<file path="src/rtl/uart_rx_oversample.sv">
// 16x-oversampled UART receiver: start/data/stop framing on a shared baud tick.
// Optional even-parity check enabled with `define UART_RX_PARITY_EN.
module uart_rx_oversample #(
   parameter int unsigned dataBits = 8,
   parameter int unsigned sbTick   = 16
) (
   input  logic                clk,
   input  logic                reset,
   input  logic                sTick,
   input  logic                rx,
   output logic [dataBits-1:0] dout,
   output logic                rxDoneTick,
`ifdef UART_RX_PARITY_EN
   output logic                parityErr,
`endif
   output logic                frameErr
);

   localparam int unsigned sW = (sbTick > 16) ? 5 : 4;

   typedef enum logic [2:0] {
      stIdle,
      stStart,
      stData,
`ifdef UART_RX_PARITY_EN
      stParity,
`endif
      stStop
   } stateType;

   stateType            state;
   logic [sW-1:0]       s;
   logic [2:0]          n;
   logic [dataBits-1:0] b;
   logic                rxMeta;
   logic                rxS;
`ifdef UART_RX_PARITY_EN
   logic                parityBad;
`endif

   // rx is asynchronous to clk; flops reset to the idle (high) level
   always_ff @(posedge clk or posedge reset) begin
      if (reset) begin
         rxMeta <= 1'b1;
         rxS    <= 1'b1;
      end else begin
         rxMeta <= rx;
         rxS    <= rxMeta;
      end
   end

   // Framing FSM; pulses default low and are raised only on the terminating tick
   always_ff @(posedge clk or posedge reset) begin
      if (reset) begin
         state      <= stIdle;
         s          <= '0;
         n          <= '0;
         b          <= '0;
         dout       <= '0;
         rxDoneTick <= 1'b0;
         frameErr   <= 1'b0;
`ifdef UART_RX_PARITY_EN
         parityErr  <= 1'b0;
         parityBad  <= 1'b0;
`endif
      end else begin
         rxDoneTick <= 1'b0;
         frameErr   <= 1'b0;
`ifdef UART_RX_PARITY_EN
         parityErr  <= 1'b0;
`endif
         case (state)
            stIdle: begin
               if (!rxS) begin
                  state <= stStart;
                  s     <= '0;
               end
            end
            stStart: begin
               if (sTick) begin
                  if (s == sW'(7)) begin
                     if (!rxS) begin
                        state <= stData;
                        s     <= '0;
                        n     <= '0;
                     end else begin
                        state <= stIdle;
                        s     <= '0;
                     end
                  end else begin
                     s <= s + sW'(1);
                  end
               end
            end
            stData: begin
               if (sTick) begin
                  if (s == sW'(15)) begin
                     s <= '0;
                     b <= {rxS, b[dataBits-1:1]};
                     if (n == 3'(dataBits - 1)) begin
`ifdef UART_RX_PARITY_EN
                        state <= stParity;
`else
                        state <= stStop;
`endif
                     end else begin
                        n <= n + 3'd1;
                     end
                  end else begin
                     s <= s + sW'(1);
                  end
               end
            end
`ifdef UART_RX_PARITY_EN
            stParity: begin
               if (sTick) begin
                  if (s == sW'(15)) begin
                     s         <= '0;
                     parityBad <= (^b) ^ rxS;
                     state     <= stStop;
                  end else begin
                     s <= s + sW'(1);
                  end
               end
            end
`endif
            stStop: begin
               if (sTick) begin
                  if (s == sW'(sbTick - 1)) begin
                     if (rxS) begin
                        dout       <= b;
                        rxDoneTick <= 1'b1;
`ifdef UART_RX_PARITY_EN
                        parityErr  <= parityBad;
`endif
                     end else begin
                        frameErr <= 1'b1;
                     end
                     state <= stIdle;
                     s     <= '0;
                  end else begin
                     s <= s + sW'(1);
                  end
               end
            end
            default: begin
               state <= stIdle;
               s     <= '0;
            end
         endcase
      end
   end

endmodule

</file>
<file path="config.mk">
export PLATFORM = sky130hd
export DESIGN_NAME = uart_rx_oversample
export DESIGN_NICKNAME = d
export VERILOG_FILES = /design/src/rtl/uart_rx_oversample.sv
export SDC_FILE = /design/constraint.sdc
export NUM_CORES = 1
export LEC_CHECK = 0
export BUFFER_PORTS_ARGS = -buffer_cell sky130_fd_sc_hd__buf_2
export CAP_MARGIN = 20
export CORE_UTILIZATION = 60
export CTS_BUF_LIST = sky130_fd_sc_hd__clkbuf_8
export DETAILED_ROUTE_END_ITERATION = 10
export PLACE_DENSITY = 0.77
export SYNTH_ARGS = -nofsm -noshare
export SYNTH_HDL_FRONTEND = slang
export SYNTH_SLANG_ARGS = --single-unit
</file>
<file path="constraint.sdc">
create_clock -name clk -period 1.88 [get_ports clk]
set_input_delay 0.564 -clock clk [delete_from_list [all_inputs] [get_ports clk]]
set_output_delay 0.564 -clock clk [all_outputs]
set_load 0.05 [all_outputs]
</file>
==> key figures <==
Outcome
  – Status: finished, final reports clean

STA
  – Min Tclk post-route: 1.83 ns
  – Clock skew: 0.00210 ns
  – Final Max Slew Viols: 0
  – Endpoints failing hold: 0
  – Slew headroom: 68.9%
  – Hold Slack: 0.292 ns
  – Final setup viols: 0
  – Fmax: 0.546 GHz
  – Worst slew pin tran: 0.466 ns
  – Tcrit/Tclk final: 97.5%
  – Worst setup margin: ~0.048 ns
  – Fin Setup TNS: 0 ns

Power
  – Sw Share: 32.2%
  – Pwr Total: about 2.0 mW
  – Register share of total power: 41.9%
  – Sw power: 0.659 mW
  – Leak Pwr: 0.815 nW
  – Clock power frac: 31.7%
  – Worst VDD drop: between 1 and 1.5 mV
  – Internal Power: 1.38 mW
  – Pwr per Cell Area: 1230 nW/um^2
  – Logic pwr share: 26.4%

Clock tree
  – CTS buffer count: 5
  – Clk_lat worst skew: 0.27 ns
  – Clk slew on worst S/H paths: 0.06 ns
  – Deepest clock path buffer count: 2
  – Sink Count: 29
  – Max H-tree Level: 2
  – CTS root buffer: clkbuf_8
  – CTS tree: done
  – Hold buffer count at CTS: 0

Setup path
  – Startpoint types: register
  – CP required: a little over 2 ns
  – Critical path type: register to register
  – Delay-heaviest family, CP: simple AND/OR/NAND/NOR gates
  – Worst path cell trace: ha_1 > ha_1 > or4bb_4 > a211o_1 > o211ai_1
  – R2R Setup Slk: 0.05 ns
  – Crit-path max cell delay: 0.54 ns
  – CP Capture Type: register
  – Critical path's slowest cell: or4bb_4
  – Cell mode on critical path: ha_1
  – CP Data Arrival Time: 2.02 ns
  – CP Buf/Inv Count: 0
  – Max FO, Critical Path: 4

Final layout
  – Fraction of layout cells with a size suffix above 1: roughly 38%
  – Sequential Area: 728 sq um
  – Design Area, Final: 1660 sq um
  – Fin cells: about 170
  – Nets@finish: between 100 and 150
  – Fill cell count: 152
  – Final Core Density: 74.8%
  – Area delta synth->final: 17.8%
  – Diode count: 0
  – Multi-input gate area: about 610 sq um

Die
  – Chip width: 50.4 um
  – Row count: 17
  – DIE AREA: 2540 sq um
  – # IOs: 14
  – Initial Utilization: a little under two thirds
  – Core area: 2210 sq um
  – Die Span Y: 50.4 um

Placed design
  – GPL Wtd Cong: approximately 0.83
  – DP Area: 1520 sq um
  – Number of port buffers: 13
  – DPL Wire Length: roughly 1700 um
  – Number of placed instances, taps included: around 160
  – Pre-CTS WS: 0.0730 ns

Yosys
  – Mux cell area share after synthesis: approximately 14%
  – Sequential-to-total area share from yosys stat: 51.8%
  – Main combinational cell family by area after synthesis: simple AND/OR/NAND/NOR gates
  – Async S/R FF share, synth: 100%
  – Post-synthesis simple-gate area fraction: 17.0%
  – Synth Warn #: 0
  – Post-synthesis adder-cell area fraction: around 2.7%
  – Synth Instances: 116
  – Post-synthesis compound-gate area fraction: just over 9%
  – Post-synth EDFFs: 0
  – Mapped cell area: 1410 sq um
  – Ys flop type: dfrtp_1
  – Syn Area/Cell: 12.1 sq um
  – Post-synth cell types: 34
  – #FFs+latches synth: 29
  – XOR/XNOR Fraction of Synth Area: less than 1%
  – Post-Synthesis Net Count: 123

Detailed routing
  – Drt pass-1 iters: 4
  – DRC viols: 0
  – DR WL/cell: 15.4 um
  – Via-per-instance ratio: approximately 5.8
  – Vias: about 960
  – Post-route ant nets: 0
  – Initial DRC count: 39
  – Detailed Route WL: between 2000 and 3000 um

Job
  – Maxcap violations: 0

GRT
  – Grt ovf: 0
  – Total track usage: between 20% and 30%
  – Vias in the first global route: 860
  – Initial antenna violation count: 0
  – Largest net degree at the start of global routing: 19
  – First-pass GRT wire length: around 4200 um

Worst hold path
  – Hold Crit Class: primary input to asynchronous set/reset pin
## placed cells by master (no fill, tap or decap), drive strengths merged
master	netlist	layout
dfrtp	27	27
buf	7	22
mux2	16	16
nand3	9	9
inv	6	7
a21oi	7	7
clkbuf	1	6
o211ai	5	5
a31oi	3	3
nand2	3	3
ha	3	3
nor4	3	3
nand4	2	2
and4	2	2
nor2b	2	2
nand3b	2	2
or2	2	2
dfstp	2	2
or4bb	2	2
nor3	1	1
and2b	1	1
a22oi	1	1
and4bb	1	1
nand4bb	1	1
nand4b	1	1
o21ai	1	1
o2bb2ai	1	1
a211o	1	1
o31ai	1	1
mux2i	1	1
xor2	1	1
bufinv	0	1
## power by group through the flow
stage	registers (mW)	logic, mW	clock network, mW
CTS	0.848	0.517	0.661
global route	0.868	0.604	0.690
finish	0.855	0.540	0.648
global placement	0.854	0.495	0
floorplan	0.774	0.483	0
detailed placement	0.857	0.510	0
## what timing repair did
| item | CTS | global route |
|---|---|---|
| resized for setup | 0 | 1 |
| buffers inserted | 0 | 2 |
| endpoints found under the setup margin | 0 | 1 |
## final timing paths
path,from,end,depth (start not counted)
hold reg to reg,rxMeta,rxS,0
max in group asynchronous,reset,s[3],3
min in group clk,rxMeta,rxS,0
setup / recovery,n[0],n[1],5
hold / removal,reset,s[2],2
setup reg to reg,n[0],n[1],5
## synthesized netlist by cell type (all sizes together) (2+ instances only)
cell type  instances  area (sq um)
nand4              2          12.5
a31oi              3          18.8
a21oi              7          35.0
buf                7          46.3
nand3b             2          15.0
nand3              9          45.0
nand2              3          11.3
nor4               3          33.8
ha                 3          37.5
o211ai             5          37.5
or4bb              2          22.5
nor2b              2          12.5
mux2              16           180
and4               2          17.5
dfrtp             27           676
inv                6          22.5
dfstp              2          52.6
or2                2          12.5
## routing by layer
layer	track usage, %	share of wire (%)	up-vias	routed length, um
li1	-	-	469	-
met1	31.8	47	440	1190
met2	32.4	45	44	1160
met3	10.6	7.3	4	186
met4	7.41	0.98	0	25
met5	0	0	-	0
## cell type report
class                   instances  area share, %
clock buffers                   6           4.99
clock inverters                 2           2.04
inverters                       6           1.36
multi-input cells              73           36.7
flip-flops and latches         29           44.0
well taps                      28           2.12
repair buffers                 22           8.77
## flip-flops by register name, indices dropped and copies added (netlist names)
name / count
rxDoneTick: 1
rxS: 1
rxMeta: 1
dout: 8
frameErr: 1
n: 3
s: 4
state: 2
b: 8
## cell families (layout without fill, tap and decap cells)
logic type / Yosys count / count (layout)
muxes: 17 / 17
DFF: 29 / 29
and+or+nand+nor: 32 / 32
buffers and inverters: 14 / 36
AOI/OAI and AO/OA: 20 / 20
xor gates and xnor gates: 1 / 1
adders and majority gates: 3 / 3
Power figures use the tool's default switching activity.
